===== config.mk =====
export PLATFORM = sky130hd
export DESIGN_NAME = led_trig_stamp
export DESIGN_NICKNAME = d
export VERILOG_FILES = /design/src/rtl/led_trig_stamp_pkg.sv /design/src/rtl/led_stamp_fifo.sv /design/src/rtl/synchronizer_1bit.sv /design/src/rtl/led_trig_stamp.sv
export SDC_FILE = /design/constraint.sdc
export NUM_CORES = 1
export LEC_CHECK = 0
export CAP_MARGIN = 20
export CORE_MARGIN = 2
export CORE_UTILIZATION = 25
export DETAILED_ROUTE_END_ITERATION = 10
export SLEW_MARGIN = 0
export SYNTH_ARGS = -nofsm -noshare
export SYNTH_HDL_FRONTEND = slang
export SYNTH_HIERARCHICAL = 1
export SYNTH_SLANG_ARGS = --single-unit
export TNS_END_PERCENT = 1

===== constraint.sdc =====
create_clock -name CLK120 -period 9.8 [get_ports CLK120]
set_input_delay 2.45 -clock CLK120 [delete_from_list [all_inputs] [get_ports CLK120]]
set_output_delay 2.45 -clock CLK120 [all_outputs]
set_load 0.01 [all_outputs]

===== src/rtl/led_trig_stamp_pkg.sv =====
// Shared definitions for the LED trigger time-stamper.
// Contents: field widths, DOUT_TIME field shift/mask, FSM state encoding
// and the helper that packs {PPS_SEQ, CYC} into the 32-bit time word.
package led_trig_stamp_pkg;

    localparam int LED_STAMP_CYC_WIDTH  = 27;
    localparam int LED_STAMP_SEQ_WIDTH  = 5;
    localparam int LED_STAMP_WID_WIDTH  = 16;
    localparam int LED_STAMP_TIME_WIDTH = LED_STAMP_SEQ_WIDTH + LED_STAMP_CYC_WIDTH;

    // DOUT_TIME layout: PPS_SEQ in [31:27], CYC in [26:0].
    localparam int          LED_STAMP_SEQ_SHIFT = 27;
    localparam logic [31:0] LED_STAMP_SEQ_MASK  = 32'hF800_0000;
    localparam logic [31:0] LED_STAMP_CYC_MASK  = 32'h07FF_FFFF;

    typedef enum logic [1:0] {
        ST_IDLE     = 2'd0,
        ST_WAIT_LOW = 2'd1,
        ST_MEASURE  = 2'd2,
        ST_PUSH     = 2'd3
    } stamp_state_e;

    // Pack a sequence number and a (zero-extended) cycle count into the time word.
    function automatic logic [31:0] pack_time(input logic [LED_STAMP_SEQ_WIDTH-1:0] seq,
                                              input logic [LED_STAMP_CYC_WIDTH-1:0] cyc);
        logic [31:0] word;
        word = (32'(seq) << LED_STAMP_SEQ_SHIFT) & LED_STAMP_SEQ_MASK;
        word = word | (32'(cyc) & LED_STAMP_CYC_MASK);
        return word;
    endfunction

endpackage


===== src/rtl/led_stamp_fifo.sv =====
// Synchronous first-word-fall-through FIFO for time-stamp records.
// The head word is held in a register, so DOUT is valid whenever EMPTY=0
// and reads back as zero while empty.
// Ports: CLK, RESET (async, active-high), FLUSH (sync clear), PUSH/DIN write,
//        POP read-advance, DOUT head word, FULL, EMPTY, COUNT (records held).
import led_trig_stamp_pkg::*;

module led_stamp_fifo #(
    parameter int DEPTH = 8,
    parameter int WIDTH = 48
) (
    input  logic             CLK,
    input  logic             RESET,
    input  logic             FLUSH,
    input  logic             PUSH,
    input  logic             POP,
    input  logic [WIDTH-1:0] DIN,
    output logic [WIDTH-1:0] DOUT,
    output logic             FULL,
    output logic             EMPTY,
    output logic [6:0]       COUNT
);

    localparam int AW = (DEPTH > 1) ? $clog2(DEPTH) : 1;

    logic [WIDTH-1:0] mem_r [DEPTH];
    logic [AW-1:0]    wr_ptr_r;
    logic [AW-1:0]    rd_ptr_r;
    logic [6:0]       count_r;
    logic             empty_r;
    logic [WIDTH-1:0] head_r;

    logic             full_s;
    logic             pop_ok_s;
    logic             push_ok_s;
    logic [AW-1:0]    wr_ptr_nxt_s;
    logic [AW-1:0]    rd_ptr_nxt_s;
    logic [6:0]       count_nxt_s;
    logic [WIDTH-1:0] head_nxt_s;

    // Next-state computation for pointers, occupancy and the registered head.
    always_comb begin
        full_s       = (count_r == 7'(DEPTH));
        pop_ok_s     = POP & ~empty_r;
        // A full FIFO still accepts a write when the head is popped in the same cycle.
        push_ok_s    = PUSH & (~full_s | pop_ok_s);
        wr_ptr_nxt_s = wr_ptr_r;
        rd_ptr_nxt_s = rd_ptr_r;
        count_nxt_s  = count_r;
        head_nxt_s   = head_r;

        if (push_ok_s) begin
            wr_ptr_nxt_s = AW'(wr_ptr_r + AW'(1));
        end else begin
            wr_ptr_nxt_s = wr_ptr_r;
        end

        if (pop_ok_s) begin
            rd_ptr_nxt_s = AW'(rd_ptr_r + AW'(1));
        end else begin
            rd_ptr_nxt_s = rd_ptr_r;
        end

        case ({push_ok_s, pop_ok_s})
            2'b10:   count_nxt_s = count_r + 7'd1;
            2'b01:   count_nxt_s = count_r - 7'd1;
            default: count_nxt_s = count_r;
        endcase

        // The new head may be the word being written this very cycle.
        if (count_nxt_s == 7'd0) begin
            head_nxt_s = '0;
        end else if (push_ok_s && (rd_ptr_nxt_s == wr_ptr_r)) begin
            head_nxt_s = DIN;
        end else begin
            head_nxt_s = mem_r[rd_ptr_nxt_s];
        end
    end

    // Record storage; contents need no reset because the head is tracked separately.
    always_ff @(posedge CLK) begin
        if (push_ok_s) begin
            mem_r[wr_ptr_r] <= DIN;
        end
    end

    // Pointer, occupancy and head-word registers.
    always_ff @(posedge CLK or posedge RESET) begin
        if (RESET) begin
            wr_ptr_r <= '0;
            rd_ptr_r <= '0;
            count_r  <= 7'd0;
            empty_r  <= 1'b1;
            head_r   <= '0;
        end else if (FLUSH) begin
            wr_ptr_r <= '0;
            rd_ptr_r <= '0;
            count_r  <= 7'd0;
            empty_r  <= 1'b1;
            head_r   <= '0;
        end else begin
            wr_ptr_r <= wr_ptr_nxt_s;
            rd_ptr_r <= rd_ptr_nxt_s;
            count_r  <= count_nxt_s;
            empty_r  <= (count_nxt_s == 7'd0);
            head_r   <= head_nxt_s;
        end
    end

    assign DOUT  = head_r;
    assign FULL  = full_s;
    assign EMPTY = empty_r;
    assign COUNT = count_r;

endmodule


===== src/rtl/synchronizer_1bit.sv =====
// Two-flop synchroniser for a single asynchronous level.
// Ports: CLK clock, RESET async active-high reset, D async input, Q synchronised output.
module synchronizer_1bit (
    input  logic CLK,
    input  logic RESET,
    input  logic D,
    output logic Q
);

    logic meta_r;
    logic sync_r;

    // Two-stage capture of the asynchronous input.
    always_ff @(posedge CLK or posedge RESET) begin
        if (RESET) begin
            meta_r <= 1'b0;
            sync_r <= 1'b0;
        end else begin
            meta_r <= D;
            sync_r <= meta_r;
        end
    end

    assign Q = sync_r;

endmodule


===== src/rtl/led_trig_stamp.sv =====
// Time-stamps each LED firing relative to the last 1PPS, measures the
// LEDBAR-low pulse width and queues one {time, width} record per firing.
// Ports: CLK120, RESET (async, active-high), ONE_PPS (async), TRG_FLAG, LEDBAR
//        (active-low), ENABLE, CLEAR (sync flush), RD_EN (pop), DOUT_TIME,
//        DOUT_WIDTH, EMPTY, COUNT, MISSED, OVERFLOW (saturating counters).
import led_trig_stamp_pkg::*;

module led_trig_stamp #(
    parameter int FIFO_DEPTH  = 8,
    parameter int CYC_WIDTH   = 27,
    parameter int WID_WIDTH   = 16,
    parameter int LOW_TIMEOUT = 4
) (
    input  logic                 CLK120,
    input  logic                 RESET,
    input  logic                 ONE_PPS,
    input  logic                 TRG_FLAG,
    input  logic                 LEDBAR,
    input  logic                 ENABLE,
    input  logic                 CLEAR,
    input  logic                 RD_EN,
    output logic [31:0]          DOUT_TIME,
    output logic [WID_WIDTH-1:0] DOUT_WIDTH,
    output logic                 EMPTY,
    output logic [6:0]           COUNT,
    output logic [7:0]           MISSED,
    output logic [7:0]           OVERFLOW
);

    localparam int                   TO_W    = $clog2(LOW_TIMEOUT + 1);
    localparam int                   REC_W   = 32 + WID_WIDTH;
    localparam logic [CYC_WIDTH-1:0] CYC_MAX = {CYC_WIDTH{1'b1}};
    localparam logic [WID_WIDTH-1:0] WID_MAX = {WID_WIDTH{1'b1}};

    logic                 pps_sync_s;
    logic                 pps_prev_r;
    logic                 pps_rise_s;
    logic [CYC_WIDTH-1:0] cyc_r;
    logic [4:0]           seq_r;
    logic                 trg_prev_r;
    logic                 trg_rise_s;
    logic [31:0]          stamp_s;

    stamp_state_e         state_r;
    stamp_state_e         state_nxt_s;
    logic [31:0]          t_r;
    logic [31:0]          t_nxt_s;
    logic [WID_WIDTH-1:0] w_r;
    logic [WID_WIDTH-1:0] w_nxt_s;
    logic [TO_W-1:0]      tcnt_r;
    logic [TO_W-1:0]      tcnt_nxt_s;
    logic                 push_s;

    logic [7:0]           missed_r;
    logic [7:0]           overflow_r;
    logic                 fifo_full_s;
    logic [REC_W-1:0]     fifo_dout_s;

    synchronizer_1bit u_pps_sync (
        .CLK   (CLK120),
        .RESET (RESET),
        .D     (ONE_PPS),
        .Q     (pps_sync_s)
    );

    assign pps_rise_s = pps_sync_s & ~pps_prev_r;
    assign trg_rise_s = TRG_FLAG & ~trg_prev_r;
    assign stamp_s    = pack_time(seq_r, LED_STAMP_CYC_WIDTH'(cyc_r));

    // Edge-detect history for the synchronised PPS and for TRG_FLAG.
    always_ff @(posedge CLK120 or posedge RESET) begin
        if (RESET) begin
            pps_prev_r <= 1'b0;
            trg_prev_r <= 1'b0;
        end else begin
            pps_prev_r <= pps_sync_s;
            trg_prev_r <= TRG_FLAG;
        end
    end

    // Cycles-since-PPS counter (saturating when PPS is lost) and PPS sequence number.
    always_ff @(posedge CLK120 or posedge RESET) begin
        if (RESET) begin
            cyc_r <= '0;
            seq_r <= 5'd0;
        end else if (CLEAR) begin
            cyc_r <= '0;
            seq_r <= 5'd0;
        end else if (pps_rise_s) begin
            cyc_r <= '0;
            seq_r <= seq_r + 5'd1;
        end else if (cyc_r != CYC_MAX) begin
            cyc_r <= cyc_r + CYC_WIDTH'(1);
        end
    end

    // Stamping FSM: next state, latched time, width and timeout bookkeeping.
    always_comb begin
        state_nxt_s = state_r;
        t_nxt_s     = t_r;
        w_nxt_s     = w_r;
        tcnt_nxt_s  = tcnt_r;
        push_s      = 1'b0;

        case (state_r)
            ST_IDLE: begin
                if (trg_rise_s && ENABLE) begin
                    t_nxt_s     = stamp_s;
                    w_nxt_s     = '0;
                    tcnt_nxt_s  = '0;
                    state_nxt_s = ST_WAIT_LOW;
                end else begin
                    state_nxt_s = ST_IDLE;
                end
            end
            ST_WAIT_LOW: begin
                if (!LEDBAR) begin
                    w_nxt_s     = WID_WIDTH'(1);
                    state_nxt_s = ST_MEASURE;
                end else if (tcnt_r == TO_W'(LOW_TIMEOUT - 1)) begin
                    // Counter reaches LOW_TIMEOUT on this cycle: give up with W=0.
                    tcnt_nxt_s  = TO_W'(LOW_TIMEOUT);
                    w_nxt_s     = '0;
                    state_nxt_s = ST_PUSH;
                end else begin
                    tcnt_nxt_s  = tcnt_r + TO_W'(1);
                end
            end
            ST_MEASURE: begin
                if (!LEDBAR) begin
                    if (w_r != WID_MAX) begin
                        w_nxt_s = w_r + WID_WIDTH'(1);
                    end else begin
                        w_nxt_s = w_r;
                    end
                end else begin
                    state_nxt_s = ST_PUSH;
                end
            end
            ST_PUSH: begin
                push_s      = 1'b1;
                state_nxt_s = ST_IDLE;
            end
            default: begin
                state_nxt_s = ST_IDLE;
            end
        endcase
    end

    // FSM state and record-in-progress registers.
    always_ff @(posedge CLK120 or posedge RESET) begin
        if (RESET) begin
            state_r <= ST_IDLE;
            t_r     <= 32'd0;
            w_r     <= '0;
            tcnt_r  <= '0;
        end else if (CLEAR) begin
            state_r <= ST_IDLE;
            t_r     <= 32'd0;
            w_r     <= '0;
            tcnt_r  <= '0;
        end else begin
            state_r <= state_nxt_s;
            t_r     <= t_nxt_s;
            w_r     <= w_nxt_s;
            tcnt_r  <= tcnt_nxt_s;
        end
    end

    // Saturating counters for ignored triggers and dropped records.
    always_ff @(posedge CLK120 or posedge RESET) begin
        if (RESET) begin
            missed_r   <= 8'd0;
            overflow_r <= 8'd0;
        end else if (CLEAR) begin
            missed_r   <= 8'd0;
            overflow_r <= 8'd0;
        end else begin
            if (trg_rise_s && (state_r != ST_IDLE) && (missed_r != 8'hFF)) begin
                missed_r <= missed_r + 8'd1;
            end
            // A full FIFO is never empty, so RD_EN here is always a real pop.
            if (push_s && fifo_full_s && !RD_EN && (overflow_r != 8'hFF)) begin
                overflow_r <= overflow_r + 8'd1;
            end
        end
    end

    led_stamp_fifo #(
        .DEPTH (FIFO_DEPTH),
        .WIDTH (REC_W)
    ) u_fifo (
        .CLK   (CLK120),
        .RESET (RESET),
        .FLUSH (CLEAR),
        .PUSH  (push_s),
        .POP   (RD_EN),
        .DIN   ({t_r, w_r}),
        .DOUT  (fifo_dout_s),
        .FULL  (fifo_full_s),
        .EMPTY (EMPTY),
        .COUNT (COUNT)
    );

    assign DOUT_TIME  = fifo_dout_s[REC_W-1:WID_WIDTH];
    assign DOUT_WIDTH = fifo_dout_s[WID_WIDTH-1:0];
    assign MISSED     = missed_r;
    assign OVERFLOW   = overflow_r;

endmodule

Yosys cells after proc, flatten, opt, wreduce, memory -nomap -nowiden --
Memory sizes are Yosys's and may differ from the RTL's. Index checks and enable logic that the tools add are counted.
Word-level totals: bits in writable memories 384, output and inout bits 72, memories kept 1, input port bits 8, bits in read-only memories 0, register bits after elaboration 167, logic and storage cells 123, latch bits 0
Operators by class: shifts and indexed selects 0, bitwise logic cells 10, add/subtract/negate cells 10, reduce and logical (&&, ||, !) cells 24, muxes and demuxes 43, magnitude comparators 0, $mul 0, eq/ne operators 18, div/mod/pow operators 0
Memory list:
- u_fifo.mem_r | words 8, bits a word 48, read ports 1, clocked after memory_dff 0, write ports 1, RTL line led_stamp_fifo.sv:26 | logic [WIDTH-1:0] mem_r [DEPTH];
Operator list (count):
- two-way mux 48 bit | 3
- two-way mux 16 bit | 6
- two-way mux 32 bit | 3
- two-way mux 27 bit | 3
- one-hot mux 16 bit (3 select lines) | 1
- two-way mux 8 bit | 4
- bitwise OR 32 x 27 -> 32 bit | 1
- adder 27 x 1 -> 27 bit, second input constant | 1
- inequality test 27 bit, second input constant | 1
- two-way mux 3 bit | 8
- adder 16 x 1 -> 16 bit, second input constant | 1
- adder 8 x 1 -> 8 bit, second input constant | 2
- inequality test 16 bit, second input constant | 1
- inequality test 8 bit, second input constant | 2
- inequality test 3 bit, second input constant | 5
- one-hot mux 7 bit (2 select lines) | 1
- nonzero test 2 bit | 7
- two-way mux 5 bit | 2
- adder 3 x 1 -> 3 bit, second input constant | 3
- two-way mux 2 bit | 4
- one-hot mux 2 bit (4 select lines) | 1
- adder 7 x 1 -> 7 bit, second input constant | 1
- equality test 7 x 4 -> 1 bit, second input constant | 1
- logical AND 1 bit | 7
- other kinds (21) | 36

Logic depth before layout (Yosys ltp) --
depth after elaboration 9, depth in mapped cells 12, depth with buffers taken out 10

Hierarchy --
Netlist, hierarchy kept.
Modules (own cells, without submodules):
- led_stamp_fifo | cells each 1691, area each 20214.4 um^2, times used 1, seq. area each 13083.8 um^2
- led_trig_stamp | cells each 554, area each 5248.8 um^2, times used 1, seq. area each 2577.5 um^2
- synchronizer_1bit | cells each 3, area each 53.8 um^2, times used 1, seq. area each 50.0 um^2

Worst setup path before layout --
Ideal clock, no wire load.
kind input port to flip-flop, from input port RD_EN, to memory u_fifo.mem_r[0][0], enable pin, arrival time 8156 ps, required time 9227 ps, buffers on the path 4, setup slack 1071 ps, setup time 573 ps, stages on the path 7, cells stage by stage nor2b_1 > buf_6 > buf_4 > buf_2 > buf_1 > o21ai_0 > nor4_1
On the way: word-level cells in the longest chain between the ends 5
RTL lines:
- from (decl) | RTL line led_trig_stamp.sv:21 | input logic RD_EN,
- bitwise AND 1 bit | RTL line led_stamp_fifo.sv:44 | pop_ok_s = POP & ~empty_r;
- bitwise OR 1 bit | RTL line led_stamp_fifo.sv:46 | push_ok_s = PUSH & (~full_s | pop_ok_s);
- bitwise AND 1 bit | RTL line led_stamp_fifo.sv:46
- two-way mux 1 bit | RTL line led_stamp_fifo.sv:82 | if (push_ok_s) begin
- two-way mux 1 bit (implied by the code) | RTL line led_stamp_fifo.sv:83 | mem_r[wr_ptr_r] <= DIN;
- to (decl) | RTL line led_stamp_fifo.sv:26
No other way between the ends.

Final worst setup path --
from input port RD_EN, to register u_fifo.head_r[31] (netlist: u_fifo/DOUT[31])
On the way: word-level cells in the longest chain between the ends 8, elaborated cells between the ends (all ways) 14, those cells by class 3 x eq/ne; 5 x mux; 3 x bitwise; 2 x reduce/logical; 1 x memory
RTL lines:
- bitwise AND 1 bit * | RTL line led_stamp_fifo.sv:44
- bitwise OR 1 bit | RTL line led_stamp_fifo.sv:46
- bitwise AND 1 bit | RTL line led_stamp_fifo.sv:46
- equality test 2 x 1 -> 1 bit / equality test 2 bit (equally long branches) | RTL line led_stamp_fifo.sv:64 | case ({push_ok_s, pop_ok_s})
- one-hot mux 7 bit (2 select lines) | RTL line led_stamp_fifo.sv:64
- zero test 7 bit | RTL line led_stamp_fifo.sv:71 | if (count_nxt_s == 7'd0) begin
- two-way mux 48 bit * | RTL line led_stamp_fifo.sv:71
- two-way mux 48 bit * | RTL line led_stamp_fifo.sv:95 | end else if (FLUSH) begin
- to (signal assigned) | RTL line led_stamp_fifo.sv:106 | head_r <= head_nxt_s;
- to (decl) | RTL line led_stamp_fifo.sv:31 | logic [WIDTH-1:0] head_r;
Mark *: on every way between the ends. The rest lies on a longest branch, timed or not. A chain may end at the register's enable or synchronous reset.

==> flow_metrics.tcl <==
set metrics [dict create \
    cp_cell_sequence "clkdlybuf4s50_1 -> nor2b_4 -> buf_4 -> xnor2_4 -> buf_4 -> nand2_1 -> a311oi_1 -> o31ai_1 -> a21oi_1" \
    tns_ns 0 \
    p_sw_share_pct 31.3 \
    switching_power_uw 2060 \
    cp-end-kind "flop" \
    startpoint_type "input pin" \
    slew_violations 0 \
    setup_viol 0 \
    netlist_instances 2248 \
    p_leak_uw 0.0103 \
    clkSinkCount 551 \
    grt_pass1_vias 17300 \
    cp_common_cell "buf_4" \
    via_per_inst 4.85 \
    cts_setup_buffers 0 \
    synth-edff-count 384 \
    synth_seq_cells 551 \
    die_w_um 323 \
    grt_pass1_wl_mm 107 \
    path_max_fanout 65 \
    drt-initial-drc-count 1583 \
    grt_max_degree 125 \
    gr-total-overflow 0 \
    clock_latency_ns 0.66 \
    holdWs_ns 0.350 \
    area_growth_syn_to_layout_pct 16.6 \
    cts.repair.resized 0 \
    required_ns 10.34 \
    pwr-share-clk_pct 35.8 \
    place.port_buffers 79 \
    final_common_cell "nand2_1" \
    ant_nets 0 \
    worst_pin_slew_ns 1.11 \
    ioPinCount 80 \
    root_buffer "clkbuf_16" \
    first_pass_iters 6 \
    synth_fp_nets 2275 \
    path_class "in2reg" \
    grt_usage_pct 13.4 \
    synth_cell_types 82 \
    vias 17900 \
    rows 117 \
    core_area_mm2 0.101 \
    hp-class "reg2reg" \
    ys_seq_area_share_pct 61.6 \
    timing.final.ws_setup_ns 3.91 \
    place_ws_ns 3.33 \
    drive_gt1_share_pct 9.57 \
    cts_buffer_depth 3 \
    drc 0 \
    start_util_pct 25.2 \
    dp_cells 3569 \
    finalHoldViolCount 0 \
    slowest_delay_ns 0.85 \
    fp.dieArea_mm2 0.105 \
    finalClockSkew_ns 0.0561 \
    die_height_um 323 \
    final_cells 3678 \
    htree_levels 2 \
    status "finished, final reports clean" \
    max_freq_mhz 170 \
    seq_power_share_pct 41.2 \
    dp_hpwl_mm 40.3 \
    finalCriticalPeriod_ns 5.89 \
    power_density_mw_per_mm2 221 \
    wl_per_cell_um 19.2 \
    maxCapViolCount 0 \
    routed_wl_mm 70.7 \
    place.gp.congestion 0.768 \
    cts.clk_slew.worst_paths_ns 0.06 \
    slew_headroom_pct 26.2 \
    syn_area_mm2 0.0255 \
    avgSynthCellArea_um2 11.4 \
    async_reset_ff_share_pct 30.3 \
    cts_buffers 57 \
    period_share_pct 60.1 \
    ir_worst_vdd_mv 0.237 \
    antenna_found_initial 1 \
    postCtsHoldBufs 0 \
    yosysWarnings 6 \
    synthFlopType "edfxtp_1" \
    layout.nets 2287 \
    most-common-layout-cells "414 x nand2_1, 384 x edfxtp_1, 243 x a21oi_1" \
    cts_tree "built" \
    combPwrFrac_pct 23.0 \
    critPathArrivalTime_ns 6.43 \
    rsz0062_at_grt "no" \
    internal_power_uw 4520 \
    worst_path_max_delay_cell "buf_4" \
]
final cells by class:
type / instances / area, um2
inverter: 66 / 251
clock inverter: 27 / 444
antenna: 1 / 2.50
multi-input combinational: 1466 / 8920
tap: 1368 / 1710
sequential: 551 / 15700
timing repair buffer: 118 / 1090
clock buffer: 81 / 1620
fill: 10200 / 71700
worst paths after layout:
path	depth (start not counted)	startpoint	to	slack, ns
max	9	RD_EN	u_fifo/DOUT[31]	3.91
min	0	u_pps_sync/meta_r	u_pps_sync/Q	0.35
max reg2reg	11	state_r[0]	u_fifo/DOUT[14]	5.66
min reg2reg	0	u_pps_sync/meta_r	u_pps_sync/Q	0.35
max in group asynchronous	3	RESET	t_r[23]	6.17
min in group asynchronous	2	RESET	u_pps_sync/Q	2.22
kinds of logic after synthesis:
family	Yosys count	synth area share, %
simple gates	841	15.9
flops	551	61.6
compound gates	525	13.6
buf+inv	231	3.92
mux	43	2.66
xor+xnor	38	1.41
fa+ha+maj	19	0.961
cells in the mapped netlist, drive strengths merged, types with 2 or more instances:
library cell,count,area (um2)
nand3b,4,30.0
nor2b,9,66.3
nand4b,3,26.3
o31ai,44,330
edfxtp,384,11500
mux4,18,405
nor2,72,270
ha,18,225
mux2,15,173
and4,11,98.8
a21oi,255,1320
nand3,18,95.1
or3b,2,17.5
a311oi,84,736
a31o,4,35.0
and3,12,75.1
a31oi,14,93.8
a2111oi,3,38.8
o21ai,41,209
a41oi,51,454
a211oi,5,42.5
a21o,2,15.0
nand2,415,1560
nor3,91,482
inv,66,248
o41ai,3,26.3
mux2i,10,100
dfrtp,166,4150
and2,7,43.8
nor3b,3,22.5
nand2b,163,1020
o211ai,5,42.5
or3,2,12.5
nor4,5,46.3
buf,62,363
xnor2,21,210
a41o,3,30.0
clkbuf,103,389
nand4,21,150
xor2,17,149
power groups by stage:
stage                     registers [uW]  clock network [uW]  logic [uW]
after detailed placement            2770                   0        1510
after CTS                           2720                2410        1510
after global routing                2730                2490        1630
after floorplan                     2700                   0         995
final                               2710                2360        1510
after global placement              2770                   0        1480
routing by layer:
layer	part of all wire (%)	global-route usage, %
met5	0	0
met1	46	19.0
met3	7.0	1.97
met4	1.8	3.57
met2	45	21.1
state kept, by name, summed over array words and instances (netlist names), 2 cells and up:
name	count
u_fifo/mem_r	384
u_fifo/DOUT	48
t_r	32
cyc_r	27
w_r	16
MISSED	8
OVERFLOW	8
u_fifo/COUNT	7
seq_r	5
tcnt_r	3
u_fifo/rd_ptr_r	3
u_fifo/wr_ptr_r	3
state_r	2
metrics by stage:
stage | power, uW | cell area [um2] | utilization [%]
6_report | 6580 | 29800 | 29.3
5_1_grt | 6850 | 29700 | 29.3
3_5_place_dp | 4270 | 27700 | 27.3
4_1_cts | 6640 | 29700 | 29.3
3_3_place_gp | 4250 | 27700 | 27.3
2_1_floorplan | 3690 | 25500 | -
worst max-delay path, delay by kind of cell:
family | cells | cell delay (ns)
compound gates | 3 | 0.56
xor+xnor | 1 | 0.43
simple gates | 2 | 0.72
buf+inv | 3 | 2.19
Power figures use the tool's default switching activity.
